<file path="src/rtl/pix_xfer_sched_pkg.sv">
// Shared types for the pixel transfer scheduler: frame sequencer states and
// the frame length/counter width.
package pix_pkg;
  localparam int LEN_W = 32;

  typedef enum logic [2:0] {
    CLEAR,
    LOAD,
    PROC,
    DUMP_RD,
    DUMP_TX,
    DUMP_GAP
  } state_t;
endpackage

</file>
<file path="src/rtl/pix_xfer_sched_if.sv">
// Byte-path bundle between the scheduler and its UART/FIFO/processing
// neighbours; master is the scheduler side, slave is the environment side.
interface pix_xfer_sched_if
  import pix_pkg::*;
#(
  parameter int D_BITS = 8
);
  logic [LEN_W-1:0]  i_frame_len;
  logic              i_rx_valid;
  logic [D_BITS-1:0] i_rx_data;
  logic              o_buf_srst;
  logic              o_buf_wr_en;
  logic [D_BITS-1:0] o_buf_wr_data;
  logic              i_buf_full;
  logic              i_buf_empty;
  logic              o_buf_rd_en;
  logic [D_BITS-1:0] i_buf_rd_data;
  logic              o_proc_start;
  logic              i_proc_done;
  logic              i_tx_rdy;
  logic              o_tx_valid;
  logic [D_BITS-1:0] o_tx_data;
  logic              o_busy;
  logic              o_overflow;
  logic              o_proc_timeout;

  modport master (
    input  i_frame_len, i_rx_valid, i_rx_data, i_buf_full, i_buf_empty,
           i_buf_rd_data, i_proc_done, i_tx_rdy,
    output o_buf_srst, o_buf_wr_en, o_buf_wr_data, o_buf_rd_en, o_proc_start,
           o_tx_valid, o_tx_data, o_busy, o_overflow, o_proc_timeout
  );

  modport slave (
    output i_frame_len, i_rx_valid, i_rx_data, i_buf_full, i_buf_empty,
           i_buf_rd_data, i_proc_done, i_tx_rdy,
    input  o_buf_srst, o_buf_wr_en, o_buf_wr_data, o_buf_rd_en, o_proc_start,
           o_tx_valid, o_tx_data, o_busy, o_overflow, o_proc_timeout
  );
endinterface

</file>
<file path="src/rtl/pix_xfer_sched_watchdog.sv">
// Cycle timer for the PROC phase: counts while armed, clears when disarmed,
// and flags expiry on the last allowed cycle unless done arrives with it.
module pix_proc_watchdog #(
  parameter int unsigned TIMEOUT = 1048576
) (
  input  logic i_clk,
  input  logic i_rst_n,
  input  logic arm,
  input  logic done,
  output logic expired
);
  localparam int unsigned TW = $clog2(TIMEOUT + 1);

  logic [TW-1:0] tmr_q, tmr_d;

  always_comb begin
    tmr_d = tmr_q;
    if (!arm) begin
      tmr_d = '0;
    end else if (tmr_q != '1) begin
      tmr_d = tmr_q + 1'b1;
    end
  end

  always_ff @(posedge i_clk or negedge i_rst_n) begin
    if (!i_rst_n) begin
      tmr_q <= '0;
    end else begin
      tmr_q <= tmr_d;
    end
  end

  assign expired = arm && !done && (tmr_q == TW'(TIMEOUT - 1));
endmodule

</file>
<file path="src/rtl/pix_xfer_sched.sv">
// Frame sequencer for the pixel byte path: clear buffer, load one frame from
// RX, optionally run the processing core, then drain the frame to TX.
module pix_xfer_sched
  import pix_pkg::*;
#(
  parameter int          D_BITS       = 8,
  parameter int          PROC_EN      = 1,
  parameter int unsigned PROC_TIMEOUT = 1048576
) (
  input logic              i_clk,
  input logic              i_rst_n,
  pix_xfer_sched_if.master bus
);
  state_t            state_q, state_d;
  logic [LEN_W-1:0]  cnt_q, cnt_d;
  logic [LEN_W-1:0]  len_q, len_d;
  logic              srst_q, srst_d;
  logic              start_q, start_d;
  logic              tx_valid_q, tx_valid_d;
  logic [D_BITS-1:0] tx_data_q, tx_data_d;
  logic              ovf_q, ovf_d;
  logic              pto_q, pto_d;
  logic              wr_en;
  logic              rd_en;
  logic              wd_expired;

  pix_proc_watchdog #(
    .TIMEOUT (PROC_TIMEOUT)
  ) u_wd (
    .i_clk   (i_clk),
    .i_rst_n (i_rst_n),
    .arm     (state_q == PROC),
    .done    (bus.i_proc_done),
    .expired (wd_expired)
  );

  always_comb begin
    state_d    = state_q;
    cnt_d      = cnt_q;
    len_d      = len_q;
    srst_d     = 1'b0;
    start_d    = 1'b0;
    tx_valid_d = 1'b0;
    tx_data_d  = tx_data_q;
    ovf_d      = ovf_q;
    pto_d      = pto_q;
    wr_en      = 1'b0;
    rd_en      = 1'b0;
    unique case (state_q)
      CLEAR: begin
        len_d = bus.i_frame_len;
        cnt_d = '0;
        if (bus.i_frame_len != '0) state_d = LOAD;
      end
      LOAD: begin
        if (bus.i_rx_valid) begin
          if (bus.i_buf_full) begin
            ovf_d = 1'b1;
          end else begin
            wr_en = 1'b1;
            cnt_d = cnt_q + 1'b1;
            if (cnt_q + 1'b1 == len_q) begin
              cnt_d = '0;
              if (PROC_EN != 0) begin
                state_d = PROC;
                start_d = 1'b1;
              end else begin
                state_d = DUMP_RD;
              end
            end
          end
        end
      end
      PROC: begin
        // done has priority: the watchdog masks expiry in the done cycle
        if (bus.i_proc_done) begin
          state_d = DUMP_RD;
        end else if (wd_expired) begin
          pto_d   = 1'b1;
          state_d = DUMP_RD;
        end
      end
      DUMP_RD: begin
        if (bus.i_tx_rdy && !bus.i_buf_empty) begin
          rd_en   = 1'b1;
          state_d = DUMP_TX;
        end
      end
      DUMP_TX: begin
        tx_data_d  = bus.i_buf_rd_data;
        tx_valid_d = 1'b1;
        cnt_d      = cnt_q + 1'b1;
        state_d    = DUMP_GAP;
      end
      DUMP_GAP: begin
        if (cnt_q == len_q) begin
          state_d = CLEAR;
          srst_d  = 1'b1;
        end else begin
          state_d = DUMP_RD;
        end
      end
      default: begin
        state_d = CLEAR;
        srst_d  = 1'b1;
      end
    endcase
  end

  always_ff @(posedge i_clk or negedge i_rst_n) begin
    if (!i_rst_n) begin
      state_q    <= CLEAR;
      cnt_q      <= '0;
      len_q      <= '0;
      srst_q     <= 1'b1;
      start_q    <= 1'b0;
      tx_valid_q <= 1'b0;
      tx_data_q  <= '0;
      ovf_q      <= 1'b0;
      pto_q      <= 1'b0;
    end else begin
      state_q    <= state_d;
      cnt_q      <= cnt_d;
      len_q      <= len_d;
      srst_q     <= srst_d;
      start_q    <= start_d;
      tx_valid_q <= tx_valid_d;
      tx_data_q  <= tx_data_d;
      ovf_q      <= ovf_d;
      pto_q      <= pto_d;
    end
  end

  assign bus.o_buf_srst     = srst_q;
  assign bus.o_buf_wr_en    = wr_en;
  assign bus.o_buf_wr_data  = wr_en ? bus.i_rx_data : '0;
  assign bus.o_buf_rd_en    = rd_en;
  assign bus.o_proc_start   = start_q;
  assign bus.o_tx_valid     = tx_valid_q;
  assign bus.o_tx_data      = tx_data_q;
  assign bus.o_busy         = (state_q != CLEAR);
  assign bus.o_overflow     = ovf_q;
  assign bus.o_proc_timeout = pto_q;
endmodule

</file>
<file path="src/flat_wrapper.sv">
// flat-port wrapper written by rule: the top's interface ports become plain ports
module pix_xfer_sched_flat import pix_pkg::*;
#(
  parameter int          D_BITS       = 8,
  parameter int          PROC_EN      = 1,
  parameter int unsigned PROC_TIMEOUT = 1048576
)
  (i_clk, i_rst_n, bus_i_frame_len, bus_i_rx_valid, bus_i_rx_data, bus_i_buf_full, bus_i_buf_empty, bus_i_buf_rd_data, bus_i_proc_done, bus_i_tx_rdy, bus_o_buf_srst, bus_o_buf_wr_en, bus_o_buf_wr_data, bus_o_buf_rd_en, bus_o_proc_start, bus_o_tx_valid, bus_o_tx_data, bus_o_busy, bus_o_overflow, bus_o_proc_timeout);
  pix_xfer_sched_if #(.D_BITS(D_BITS)) bus_i ();
  input logic i_clk;
  input logic i_rst_n;
  input wire logic [$bits(bus_i.i_frame_len)-1:0] bus_i_frame_len;
  input wire logic [$bits(bus_i.i_rx_valid)-1:0] bus_i_rx_valid;
  input wire logic [$bits(bus_i.i_rx_data)-1:0] bus_i_rx_data;
  input wire logic [$bits(bus_i.i_buf_full)-1:0] bus_i_buf_full;
  input wire logic [$bits(bus_i.i_buf_empty)-1:0] bus_i_buf_empty;
  input wire logic [$bits(bus_i.i_buf_rd_data)-1:0] bus_i_buf_rd_data;
  input wire logic [$bits(bus_i.i_proc_done)-1:0] bus_i_proc_done;
  input wire logic [$bits(bus_i.i_tx_rdy)-1:0] bus_i_tx_rdy;
  output wire logic [$bits(bus_i.o_buf_srst)-1:0] bus_o_buf_srst;
  output wire logic [$bits(bus_i.o_buf_wr_en)-1:0] bus_o_buf_wr_en;
  output wire logic [$bits(bus_i.o_buf_wr_data)-1:0] bus_o_buf_wr_data;
  output wire logic [$bits(bus_i.o_buf_rd_en)-1:0] bus_o_buf_rd_en;
  output wire logic [$bits(bus_i.o_proc_start)-1:0] bus_o_proc_start;
  output wire logic [$bits(bus_i.o_tx_valid)-1:0] bus_o_tx_valid;
  output wire logic [$bits(bus_i.o_tx_data)-1:0] bus_o_tx_data;
  output wire logic [$bits(bus_i.o_busy)-1:0] bus_o_busy;
  output wire logic [$bits(bus_i.o_overflow)-1:0] bus_o_overflow;
  output wire logic [$bits(bus_i.o_proc_timeout)-1:0] bus_o_proc_timeout;
  assign bus_i.i_frame_len = bus_i_frame_len;
  assign bus_i.i_rx_valid = bus_i_rx_valid;
  assign bus_i.i_rx_data = bus_i_rx_data;
  assign bus_i.i_buf_full = bus_i_buf_full;
  assign bus_i.i_buf_empty = bus_i_buf_empty;
  assign bus_i.i_buf_rd_data = bus_i_buf_rd_data;
  assign bus_i.i_proc_done = bus_i_proc_done;
  assign bus_i.i_tx_rdy = bus_i_tx_rdy;
  assign bus_o_buf_srst = bus_i.o_buf_srst;
  assign bus_o_buf_wr_en = bus_i.o_buf_wr_en;
  assign bus_o_buf_wr_data = bus_i.o_buf_wr_data;
  assign bus_o_buf_rd_en = bus_i.o_buf_rd_en;
  assign bus_o_proc_start = bus_i.o_proc_start;
  assign bus_o_tx_valid = bus_i.o_tx_valid;
  assign bus_o_tx_data = bus_i.o_tx_data;
  assign bus_o_busy = bus_i.o_busy;
  assign bus_o_overflow = bus_i.o_overflow;
  assign bus_o_proc_timeout = bus_i.o_proc_timeout;
  pix_xfer_sched #(.D_BITS(D_BITS), .PROC_EN(PROC_EN), .PROC_TIMEOUT(PROC_TIMEOUT)) u_core (.i_clk(i_clk), .i_rst_n(i_rst_n), .bus(bus_i));
endmodule
</file>
<file path="config.mk">
export PLATFORM = sky130hd
export DESIGN_NAME = pix_xfer_sched_flat
export DESIGN_NICKNAME = d
export VERILOG_FILES = /design/src/rtl/pix_xfer_sched_pkg.sv /design/src/rtl/pix_xfer_sched_if.sv /design/src/rtl/pix_xfer_sched_watchdog.sv /design/src/rtl/pix_xfer_sched.sv /design/src/flat_wrapper.sv
export SDC_FILE = /design/constraint.sdc
export NUM_CORES = 1
export LEC_CHECK = 0
export ABC_CLOCK_PERIOD_IN_PS = 4400
export BUFFER_PORTS_ARGS = -buffer_cell sky130_fd_sc_hd__buf_2
export CORE_ASPECT_RATIO = 1.4
export CORE_UTILIZATION = 35
export CTS_CLUSTER_DIAMETER = 40
export CTS_CLUSTER_SIZE = 25
export DETAILED_ROUTE_END_ITERATION = 8
export SLEW_MARGIN = 15
export SYNTH_ARGS = -nofsm -noshare
export SYNTH_HDL_FRONTEND = slang
export SYNTH_SLANG_ARGS = --single-unit
</file>
<file path="constraint.sdc">
create_clock -name i_clk -period 4.4 [get_ports i_clk]
set_input_delay 0.22 -clock i_clk [delete_from_list [all_inputs] [get_ports i_clk]]
set_output_delay 0.22 -clock i_clk [all_outputs]
set_load 0.02 [all_outputs]
</file>
### Word level (Yosys, flattened, before mapping)

Cells that the tools add are included.
Widths: inputs -> output; s select.

* flip-flop bits (word level): 101
* input bits: 55

* reduce and logical (&&, ||, !) cells: 14
* multiplexer cells: 28
* bitwise logic cells: 1
* add/sub/neg operators: 2
* equality and inequality tests: 16

Operator list (count)
* $mux 32: 3
* $pmux 32 s3: 1
* $eq 32x32->1: 2
* $mux 21: 2
* $add 32x1->32 const B: 1
* $reduce_bool 32->1: 1
* $add 21x1->21 const B: 1
* $eq 21x20->1 const B: 1
* $mux 3: 7
* $ne 21x21->1 const B: 1
* $pmux 3 s6: 1
* $mux 1: 11
* $reduce_and 3->1: 3
* $mux 8: 1
* $ne 2x1->1 const B: 4
* $eq 3x2->1 const B: 2
* $eq 3x3->1 const B: 2
* $reduce_and 6->1: 1
* $reduce_bool 3->1: 2
* $reduce_or 5->1: 1
* $ne 2x2->1 const B: 2
* $eq 3x1->1 const B: 1
* $logic_and 1x1->1: 3
* $logic_not 3->1: 1
* 5 further kinds: 6

### Logic depth before layout (Yosys ltp)

Gate-level depths: netlist (run 1).

* depth in word-level cells: 6
* depth in mapped cells: 12
* mapped depth without buffers: 10

### Cells and area by module

From an unflattened synthesis (run 1), not the netlist that was laid out.

* cells, all modules: 780
* area total of the unflattened synthesis: 6493.7 um^2

Modules (own cells, without submodules)
* pix_xfer_sched: area each 5276.3 um^2, sequential area each 2003.2 um^2, instances 1, cells an instance 653
* pix_proc_watchdog: area each 1217.4 um^2, sequential area each 525.5 um^2, instances 1, cells an instance 127

### Least setup slack after synthesis (run 1)

Ideal clock, no wire load.

* kind: reg2reg
* from: reg u_core.cnt_q[0]
* to: reg u_core.cnt_q[22]
* clock period less this slack: 3.292 ns
* data arrival time: 3.167 ns
* data required time: 4.275 ns
* buffers on the path: 1
* stages on the path, launching flop included: 12
* slack: 1.108 ns
* cell sequence: dfrtp_1 > ha_1 > nand3_2 > or4_4 > o311ai_2 > a21oi_1 > or4_1 > nand4bb_1 > nor4b_2 > buf_4 > o221ai_2 > mux2_4

* longest elaborated chain between the ends: 6

RTL lines
* start, declared: RTL line pix_xfer_sched.sv:15 `logic [LEN_W-1:0] cnt_q, cnt_d;`
* start signal, assigned: RTL line pix_xfer_sched.sv:123 `cnt_q <= cnt_d;`
* $add 32x1->32 (*): RTL line pix_xfer_sched.sv:61, pix_xfer_sched.sv:62, pix_xfer_sched.sv:92
* $eq 32x32->1: RTL line pix_xfer_sched.sv:62 `if (cnt_q + 1'b1 == len_q) begin`
* $mux 32: RTL line pix_xfer_sched.sv:62
* $mux 32: RTL line pix_xfer_sched.sv:57 `if (bus.i_buf_full) begin`
* $mux 32: RTL line pix_xfer_sched.sv:56 `if (bus.i_rx_valid) begin`
* $pmux 32 s3 (*): RTL line pix_xfer_sched.sv:49 `unique case (state_q)`

Mark *: on every way between the ends. The rest lies on a longest branch, timed or not. The select of a mux whose other input is x is not followed.
A chain may end at the register's enable or synchronous reset.

### Worst setup path after layout (run 1)

* from: reg u_core.cnt_q[0]
* to: reg u_core.cnt_q[14]

Same word-level chain as after synthesis.

==> results.yml, run 1 <==
run_status:
  status: "complete, but fails checks"
  violations: "design-rule violations, negative hold slack"
clock_network:
  cts_buffer_depth: 2
  clock_sinks: 101
  root_buffer: "clkbuf_16"
  clk_pin_slew_ps: 70
  insertion_delay_ps: 360
  cts_setup_buffers: 0
  cts_buffers: 9
  cts_tree: "built"
  cts_hold_buf: 0
  htreeDepth: 3
  cts_resized: 0
global_routing:
  grtUsageTotal_pct: 19.0
  grt-ovfl-total: 0
  grt_pass1_wl_um: 25200
  grt_pass1_vias: 4726
  antenna_found_initial: 0
  grt_max_degree: 74
pwr:
  total_power_mw: 3.20
  vdd_ir_drop_max_uv: 232
  p_per_area_mw_per_mm2: 477
  leakagePower_nw: 2.74
job:
  max-cap-violations: 0
route:
  met2WireLength_um: 8260
  vias: 4740
  m1WireLength_um: 6410
  drc: 8
  highest_layer: "met4"
  routedWlPerCell_um: 17.7
  wl_um: 15800
  wl_met3_um: 531
  dr.pass1.iters: 9
  routed_via_density: 5.33
  first_iter_violations: 206
  postRouteAntennaNets: 0
synth:
  synth_area_per_cell_um2: 9.45
  synth_ff_type: "dfrtp_1"
  ys_top_cells_by_area: "dfrtp_1 43%, xnor2_1 8.1%, mux2_2 6.9%, xor2_1 6.3%, nor2_1 5.3%"
  synth_edf_count: 0
  synthSimpleGateAreaFrac_pct: 25.4
  ys_types: 62
  synth_top_family_by_area: "simple AND/OR/NAND/NOR gates"
  ys.warnings.count: 0
  postSynth.asyncResetShare_pct: 100
  synth.top_cell.area_share_pct: 42.8
  postSynthCellCount: 619
  seq_area_frac_synth_pct: 43.2
  syn_nets: 676
  synth_area_leader_cell: "dfrtp_1"
  ys_ff_latch: 101
  synth-adder-area-share_pct: 0.428
  synthesis.area_mm2: 0.00585
  synthMuxAreaShare_pct: 7.19
  synth_compound_area_share_pct: 6.23
  synth_xor_area_share_pct: 14.4
sta:
  fin_hold_ws_ps: -2.43
  worst_slack_ps: 653
  setup-violations-final: 0
  max_freq_ghz: 0.267
  fin_skew_ps: 9.16
  drv_slew: 0
  rsz0062_at_grt: "no"
  timing.setup.tns_ps: 0
  maxSlewHeadroom_pct: 38.9
  post-route-period-util_pct: 85.2
  tightest_slew_ps: 917
  hold_violations: 4
  min_period_ps: 3750
floorplan:
  die_height_um: 155
  fp.dieW_um: 111
  initial_core_util_pct: 36.0
  pin_count: 79
  coreArea_mm2: 0.0162
  rows: 55
  dieArea_mm2: 0.0172
worst_setup_path:
  crit_type: "reg2reg"
  endpoint_kind: "flip-flop"
  arrival_ps: 3990
  startpoint_type: "flip-flop"
  cp_max_fo: 18
  worstPathRequired_ps: 4640
placement:
  hpwl_um: 12400
  post-place-ws_ps: 652
  portBuffers: 78
  gp_congestion: 0.903
final_layout:
  drive_above_1_share_pct: 23.0
  diodes: 0
  final_util_pct: 41.4
  syn_to_final_growth_pct: 14.9
  final_nets: 743
hold_path:
  hp-class: "in2async"
## report_power, final
part / switching, mW / internal (mW) / leakage [nW]
Combinational: 0.571 / 0.518 / 1.32
Sequential: 0.203 / 1.11 / 1.27
Clock: 0.359 / 0.447 / 0.148
Total: 1.13 / 2.07 / 2.74
## cell usage in the layout, fill, tap and decap left out, types with 11 or more instances in the layout
| cell | instances |
|---|---|
| nand3_1 | 21 |
| buf_4 | 12 |
| dfrtp_1 | 100 |
| nor3_1 | 14 |
| nand2_1 | 68 |
| nand4_1 | 30 |
| xor2_1 | 42 |
| xnor2_1 | 54 |
| a21oi_1 | 11 |
| and2_1 | 12 |
| nor2_1 | 82 |
| mux2_2 | 36 |
| buf_2 | 77 |
| nor4_1 | 16 |
## state kept, by name, indices dropped and copies added (netlist names)
| signal | count |
|---|---|
| u_core.bus.o_tx_data | 8 |
| u_core.bus.o_proc_timeout | 1 |
| u_core.len_q | 32 |
| u_core.bus.o_overflow | 1 |
| u_core.u_wd.tmr_q | 21 |
| u_core.state_q | 3 |
| u_core.cnt_q | 32 |
| u_core.bus.o_proc_start | 1 |
| u_core.bus.o_tx_valid | 1 |
| u_core.bus.o_buf_srst | 1 |
## cells by family after synthesis
kind of cell	after synthesis
xor+xnor	96
mux	37
fa+ha+maj	2
simple gates	292
buf+inv	40
flops	101
compound gates	51
## layer usage
metal / track usage, % / vias up
li1: - / 2295
met1: 21.9 / 2305
met2: 34.3 / 108
met3: 2.53 / 32
met4: 9.85 / 0
met5: 0 / -
## path summary, 6_finish.rpt
path,slack (ps),to,from,cells after the start
max,650,u_core.cnt_q[14]$_DFFE_PN0P_,u_core.cnt_q[0]$_DFFE_PN0P_,12
min,-2,u_core.cnt_q[20]$_DFFE_PN0P_,i_rst_n,1
max reg2reg,650,u_core.cnt_q[14]$_DFFE_PN0P_,u_core.cnt_q[0]$_DFFE_PN0P_,12
min reg2reg,470,u_core.bus.o_proc_timeout$_DFFE_PN0P_,u_core.bus.o_proc_timeout$_DFFE_PN0P_,2
max in group asynchronous,3490,u_core.u_wd.tmr_q[20]$_DFFE_PN0P_,i_rst_n,2
min in group i_clk,40,u_core.bus.o_tx_data[6]$_DFFE_PN0P_,bus_i_buf_rd_data[6],3
## layout make-up
type | instances | area [um2]
Clock inverter | 6 | 70.1
Timing Repair Buffer | 89 | 475
Tap cell | 199 | 249
Sequential cell | 101 | 2530
Multi-Input combinational cell | 478 | 3140
Fill cell | 1666 | 9520
Clock buffer | 10 | 229
Inverter | 7 | 26.3
## worst max-delay path, stage by stage, from the launching register on
cell	delay [ps]
dfrtp_1	460
ha_1	270
nand3_2	210
or4_4	630
o311ai_2	270
a21oi_1	50
or4_1	450
nand4bb_1	220
nor4b_2	310
buf_4	230
o211a_1	170
buf_4	240
nor2_1	80
## metrics by stage
stage          hold slack, ps  area (um2)  instances
6_report                -2.43        6720        890
5_1_grt                  40.8        6720        890
4_1_cts                  36.8        6720        890
3_5_place_dp              414        6420        874
3_3_place_gp              409        6420        874
2_1_floorplan           -75.6        5850        619
## synthesized netlist by cell type, types with 9 or more instances
cell type	count
nand3_1	21
a21oi_1	11
nand2_1	68
nand4_1	30
xnor2_1	54
mux2_2	36
clkbuf_1	16
o21ai_0	10
nor3_1	15
nor2_1	82
and2_1	12
nor4_1	16
and3_1	9
dfrtp_1	100
xor2_1	42
Note: power is estimated with default switching activity, not from simulation.
==> inputs of run 2 (changes only) <==
--- a/config.mk
+++ b/config.mk
@@ -15,4 +15,5 @@
 export SLEW_MARGIN = 15
 export SYNTH_ARGS = -nofsm -noshare
 export SYNTH_HDL_FRONTEND = slang
+export SYNTH_HIERARCHICAL = 1
 export SYNTH_SLANG_ARGS = --single-unit
==> results.yml, run 2 <==
synth:
  synth_area_per_cell_um2: 8.33
  seq_area_frac_synth_pct: 38.9
  yosys-top-cells-count: "193 x nand2_1, 100 x dfrtp_1, 45 x nand3_1, 37 x nor2_1, 35 x xnor2_1"
  synth.most_common_cell: "nand2_1"
  synth_area_leader_cell: "dfrtp_1"
  synth_edf_count: 0
  ys_types: 65
  synth_ff_type: "dfrtp_1"
  postSynthCellCount: 780
  synthesis.area_mm2: 0.00649
  ys.warnings.count: 6
  ys_ff_latch: 101
  postSynth.asyncResetShare_pct: 100
  syn_nets: 838
  ys_top_cells_by_area: "dfrtp_1 39%, nand2_1 11%, xnor2_1 4.7%, nand3_1 3.5%, o31ai_1 3.0%"
  synth.top_cell.area_share_pct: 38.5
floorplan:
  pin_count: 79
  initial_core_util_pct: 35.9
  rows: 58
  die_height_um: 163
  dieArea_mm2: 0.0191
  coreArea_mm2: 0.0181
  fp.dieW_um: 117
route:
  routed_via_density: 5.61
  routedWlPerCell_um: 18.3
  vias: 6041
  postRouteAntennaNets: 0
  drc: 0
  dr.pass1.iters: 5
  wl_um: 19700
  first_iter_violations: 427
clock_network:
  clk_pin_slew_ps: 70
  htreeDepth: 3
  clock_sinks: 101
  root_buffer: "clkbuf_16"
  cts_hold_buf: 0
  cts_buffer_depth: 2
  cts_buffers: 9
  cts_setup_buffers: 0
  insertion_delay_ps: 360
  cts_resized: 0
  cts_tree: "built"
worst_setup_path:
  cpPeakStageDelay_ps: 650
  cp_cell_sequence: "nand4_4 -> nor4_1 -> nand3_1 -> xnor2_1 -> nor4_1 -> nand4_1 -> nand2_1 -> buf_4 -> o31ai_1"
  worstPathRequired_ps: 4630
  critPathMostFrequentCell: "nor4_1"
  cp_max_fo: 14
  endpoint_kind: "flip-flop"
  startpoint_type: "flip-flop"
  arrival_ps: 3880
  crit_slowest_cell: "dfrtp_1"
  crit_type: "reg2reg"
sta:
  min_period_ps: 3650
  rsz0062_at_grt: "no"
  max_freq_ghz: 0.274
  timing.setup.tns_ps: 0
  tightest_slew_ps: 1070
  post-route-period-util_pct: 83.0
  maxSlewHeadroom_pct: 27.7
  hold_violations: 0
  fin_skew_ps: 9.90
  setup-violations-final: 0
  worst_slack_ps: 749
  drv_slew: 0
hold_path:
  hp-class: "in2async"
global_routing:
  grtUsageTotal_pct: 22.0
  grt_pass1_wl_um: 31600
  antenna_found_initial: 0
  grt-ovfl-total: 0
  grt_pass1_vias: 5750
  grt_max_degree: 76
final_layout:
  diodes: 0
  final_cell_mix: "193 x nand2_1, 100 x dfrtp_1, 77 x buf_2"
  reg.largest.list: "u_core/cnt_q (32), u_core/len_q (32), u_core/u_wd/tmr_q (21)"
  drive_above_1_share_pct: 15.8
  final_common_cell: "nand2_1"
  fillCellCount: 1829
  syn_to_final_growth_pct: 13.0
  final_nets: 889
run_status:
  status: "completed"
pwr:
  leakagePower_nw: 3.14
  p_per_area_mw_per_mm2: 585
  total_power_mw: 4.29
  vdd_ir_drop_max_uv: 302
placement:
  gp_congestion: 1.00
  hpwl_um: 14500
  post-place-ws_ps: 856
  portBuffers: 78
job:
  max-cap-violations: 0
[run 2: cell families (layout without fill, tap and decap cells)]
logic type      count (synthesis)  in the layout  share of synthesized area, %
buf+inv                        65            121                          4.86
mux                             6              6                         0.925
fa+ha+maj                       4              4                         0.732
compound gates                121            121                          13.8
simple gates                  426            426                          33.1
flops                         101            101                          38.9
xor+xnor                       57             57                          7.69
[run 2: metrics by stage]
stage          util [%]  std cells  cell area, um2  hold slack, ps
6_report           40.6       1076            7340            15.2
5_1_grt            40.6       1076            7340            46.9
4_1_cts            40.6       1076            7340            39.5
3_5_place_dp       38.9       1060            7030             415
3_3_place_gp       38.9       1060            7030             410
2_1_floorplan         -        780            6490           -75.6
[run 2: final timing paths]
check	slack (ps)	cells after the start	startpoint	to
min in group i_clk	50	3	bus_i_buf_rd_data[5]	u_core/bus.o_tx_data[5]$_DFFE_PN0P_
worst max-delay path	750	9	u_core/cnt_q[10]$_DFFE_PN0P_	u_core/cnt_q[28]$_DFFE_PN0P_
max in group asynchronous	3450	2	i_rst_n	u_core/u_wd/tmr_q[15]$_DFFE_PN0P_
worst max register to register	750	9	u_core/cnt_q[10]$_DFFE_PN0P_	u_core/cnt_q[28]$_DFFE_PN0P_
worst min register to register	460	1	u_core/bus.o_proc_timeout$_DFFE_PN0P_	u_core/bus.o_proc_timeout$_DFFE_PN0P_
worst min-delay path	20	1	i_rst_n	u_core/len_q[12]$_DFFE_PN0P_
[run 2: final cells by class]
class,count,area (um2),area share (%)
Multi-Input combinational cell,614,3650,49.8
Sequential cell,101,2530,34.5
Timing Repair Buffer,92,498,6.78
Tap cell,240,300,4.09
Clock buffer,10,239,3.26
Clock inverter,6,70.1,0.955
Inverter,13,48.8,0.665
[run 2: worst max-delay path: cells and delay by family, from the launching register on]
family          cells  cell delay (ps)
compound gates      1               90
flops               1              650
simple gates        6             2280
xor+xnor            1              210
buf+inv             1              270
[run 2: per-layer routing]
metal  part of all wire [%]  vias up  global-route usage, %
met1                     41     2889                   27.0
met3                    4.8       48                   3.90
met2                     49      184                   35.9
met5                      0        -                      0
li1                       -     2920                      -
met4                    4.9        0                   12.8
[run 2: power breakdown]
| part | switching, mW | leakage, nW | total, mW | internal [mW] |
|---|---|---|---|---|
| combinational | 1.15 | 1.73 | 1.85 | 0.702 |
| clock | 0.373 | 0.147 | 0.835 | 0.462 |
| sequential | 0.402 | 1.26 | 1.61 | 1.21 |
| total | 1.92 | 3.14 | 4.29 | 2.37 |
==> inputs of run 3 (changes only) <==
--- a/config.mk
+++ b/config.mk
@@ -5,7 +5,8 @@
 export SDC_FILE = /design/constraint.sdc
 export NUM_CORES = 1
 export LEC_CHECK = 0
-export ABC_CLOCK_PERIOD_IN_PS = 4400
+export ABC_AREA = 1
+export ABC_CLOCK_PERIOD_IN_PS = 3100
 export BUFFER_PORTS_ARGS = -buffer_cell sky130_fd_sc_hd__buf_2
 export CORE_ASPECT_RATIO = 1.4
 export CORE_UTILIZATION = 35
==> constraint.sdc (replaced) <==
create_clock -name i_clk -period 3.1 [get_ports i_clk]
set_input_delay 0.155 -clock i_clk [delete_from_list [all_inputs] [get_ports i_clk]]
set_output_delay 0.155 -clock i_clk [all_outputs]
set_load 0.02 [all_outputs]
==> results.yml, run 3 <==
run_status:
  status: "completed"
worst_setup_path:
  cpPeakStageDelay_ps: 450
  cp_max_fo: 21
  crit_slowest_cell: "dfrtp_1"
  worstPathRequired_ps: 3350
  crit_type: "reg2reg"
  startpoint_type: "flip-flop"
  cp_cell_sequence: "nand2_1 -> nor2_2 -> nand2_1 -> nor2_1 -> nand2_1 -> nand2_1 -> nand2_1 -> nor2_1 -> nand2_1 -> inv_1 -> nand2_1 -> nor2_1 -> nand2_1 -> nand2_2 -> nand2_2 -> nand2_1 -> nand2_1"
  regToRegSetupSlack_ps: 320
  arrival_ps: 3030
  worstReg2RegStart: "u_core/cnt_q[16]$_DFFE_PN0P_"
  crit_family: "simple AND/OR/NAND/NOR gates"
  endpoint_kind: "flip-flop"
  critPathMostFrequentCell: "nand2_1"
  reg2reg_depth: 17
  r2r-end: "u_core/cnt_q[2]$_DFFE_PN0P_"
  path_buf_inv: 1
placement:
  gp_congestion: 0.906
  portBuffers: 78
  hpwl_um: 14300
final_layout:
  diodes: 0
  final_common_cell: "nand2_1"
  final_nets: 1104
  syn_to_final_growth_pct: 14.8
  final_cell_mix: "328 x nand2_1, 124 x inv_1, 115 x nor2_1"
  drive_above_1_share_pct: 15.9
  reg.largest.list: "u_core/cnt_q (32), u_core/len_q (32), u_core/u_wd/tmr_q (21)"
route:
  vias: 6156
  dr.pass1.iters: 8
  routed_via_density: 4.75
  wl_um: 18400
  postRouteAntennaNets: 0
  first_iter_violations: 374
  routedWlPerCell_um: 14.2
  drc: 0
sta:
  fin_hold_ws_ps: 15.4
  maxSlewHeadroom_pct: 38.5
  drv_slew: 0
  tightest_slew_ps: 914
  rsz0062_at_grt: "no"
  setup-violations-final: 0
  max_freq_ghz: 0.360
  timing.setup.tns_ps: 0
  hold_violations: 0
  fin_skew_ps: 10.5
  post-route-period-util_pct: 89.7
  min_period_ps: 2780
synth:
  synth_edf_count: 0
  yosys-top-cells-count: "329 x nand2_1, 124 x inv_1, 115 x nor2_1, 100 x dfrtp_1, 48 x nand3_1"
  synth_ff_type: "dfrtp_1"
  ys.warnings.count: 6
  ys_types: 34
  ys_top_cells_by_area: "dfrtp_1 38%, nand2_1 19%, inv_1 7.0%, nor2_1 6.5%, xor2_1 4.9%"
  synth_area_per_cell_um2: 6.87
  syn_nets: 1026
  synth_area_leader_cell: "dfrtp_1"
  synthesis.area_mm2: 0.00665
  seq_area_frac_synth_pct: 38.0
  postSynth.asyncResetShare_pct: 100
  synth.most_common_cell: "nand2_1"
  synth.top_cell.area_share_pct: 37.6
  postSynthCellCount: 968
  ys_ff_latch: 101
floorplan:
  pin_count: 79
  coreArea_mm2: 0.0186
  fp.dieW_um: 118
  die_height_um: 165
  initial_core_util_pct: 35.7
  rows: 59
  dieArea_mm2: 0.0196
pwr:
  p_sw_share_pct: 37.7
  p_per_area_mw_per_mm2: 525
  power.share.clock_pct: 28.4
  total_power_mw: 4.01
  pwr-share-seq_pct: 42.3
  vdd_ir_drop_max_uv: 324
  p_comb_share_pct: 29.3
  switchingPower_mw: 1.51
  leakagePower_nw: 3.94
  p_int_mw: 2.50
job:
  max-cap-violations: 0
clock_network:
  cts_buffer_depth: 2
  cts_buffers: 9
  insertion_delay_ps: 360
  clock_sinks: 101
  clk_pin_slew_ps: 80
  htreeDepth: 3
  root_buffer: "clkbuf_16"
  cts_tree: "built"
global_routing:
  grt_pass1_wl_um: 29900
  grt-ovfl-total: 0
  grt_max_degree: 57
  grtUsageTotal_pct: 19.6
  grt_pass1_vias: 5998
  antenna_found_initial: 0
hold_path:
  holdPathEnd: "u_core/bus.o_tx_data[1]$_DFFE_PN0P_"
  worstHoldStart: "bus_i_buf_rd_data[1]"
  holdPathStages: 3
  hp-class: "in2reg"
==> run 3: cell type report <==
cell class	count	area, um2
Clock buffer	10	239
Tap cell	244	305
Clock inverter	6	55.1
Timing Repair Buffer	89	498
Multi-Input combinational cell	709	3490
Fill cell	1993	11000
Sequential cell	101	2530
Inverter	136	510
==> run 3: what timing repair did <==
action | CTS | global route
resized for setup | 0 | 0
endpoints found under the setup margin | 0 | 0
hold buffers | 4 | 0
buffers inserted | 0 | 0
hold endpoints to repair | 58 | 0
==> run 3: metrics by stage <==
stage | setup WS, ps | util [%] | cells | area (um2)
floorplan | 867 | - | 968 | 6650
global placement | 368 | 39.2 | 1275 | 7300
detailed placement | 320 | 39.2 | 1275 | 7300
CTS | 297 | 41.0 | 1295 | 7630
global route | 64.9 | 41.0 | 1295 | 7630
finish | 320 | 41.0 | 1295 | 7630
==> run 3: logic make-up after synthesis <==
family                   count (synthesis)  share of synthesized area [%]
buffers and inverters                  158                           9.47
flip-flops                             101                           38.0
AO/OA/AOI/OAI                           57                           4.76
multiplexers                             3                          0.508
XOR/XNOR                                60                           7.90
adder cells (fa/ha/maj)                  3                          0.565
AND/OR/NAND/NOR                        586                           38.8
==> run 3: worst max-delay path by stage <==
| stage | startpoint | endpoint | slack, ps | depth (start not counted) |
|---|---|---|---|---|
| after floorplan | u_core/state_q[0]$_DFFE_PN0P_ | bus_o_buf_wr_data[0] | 870 | 8 |
| after global placement | u_core/cnt_q[0]$_DFFE_PN0P_ | u_core/cnt_q[2]$_DFFE_PN0P_ | 370 | 18 |
| after detailed placement | u_core/cnt_q[0]$_DFFE_PN0P_ | u_core/cnt_q[5]$_DFFE_PN0P_ | 320 | 18 |
| after CTS | u_core/cnt_q[0]$_DFFE_PN0P_ | u_core/cnt_q[31]$_DFFE_PN0P_ | 300 | 18 |
| after global routing | u_core/cnt_q[0]$_DFFE_PN0P_ | u_core/cnt_q[7]$_DFFE_PN0P_ | 60 | 18 |
| final | u_core/cnt_q[16]$_DFFE_PN0P_ | u_core/cnt_q[2]$_DFFE_PN0P_ | 320 | 17 |
==> run 3: per-layer routing <==
metal | vias up | track usage, % | part of all wire, %
li1 | 3120 | - | -
met1 | 2864 | 21.3 | 39
met2 | 132 | 37.8 | 54
met3 | 40 | 2.47 | 3.6
met4 | 0 | 9.44 | 3.7
met5 | - | 0 | 0
==> run 3: power groups by stage <==
stage	combinational [mW]	sequential, mW	clock (mW)
4_1_cts	1.18	1.70	1.17
3_5_place_dp	1.17	1.73	0
2_1_floorplan	0.881	1.64	0
6_report	1.17	1.69	1.14
3_3_place_gp	1.16	1.72	0
5_1_grt	1.35	1.72	1.21
==> run 3: worst register-to-register path, cell delays in order (launching register included) <==
cell     delay [ps]
dfrtp_1         450
nand2_1         210
nor2_2          300
nand2_1         130
nor2_1          220
nand2_1          70
nand2_1          60
nand2_1          50
nor2_1          130
nand2_1          80
inv_1            50
nand2_1          40
nor2_1          110
nand2_1         110
nand2_2         120
nand2_2         300
nand2_1         170
nand2_1          60
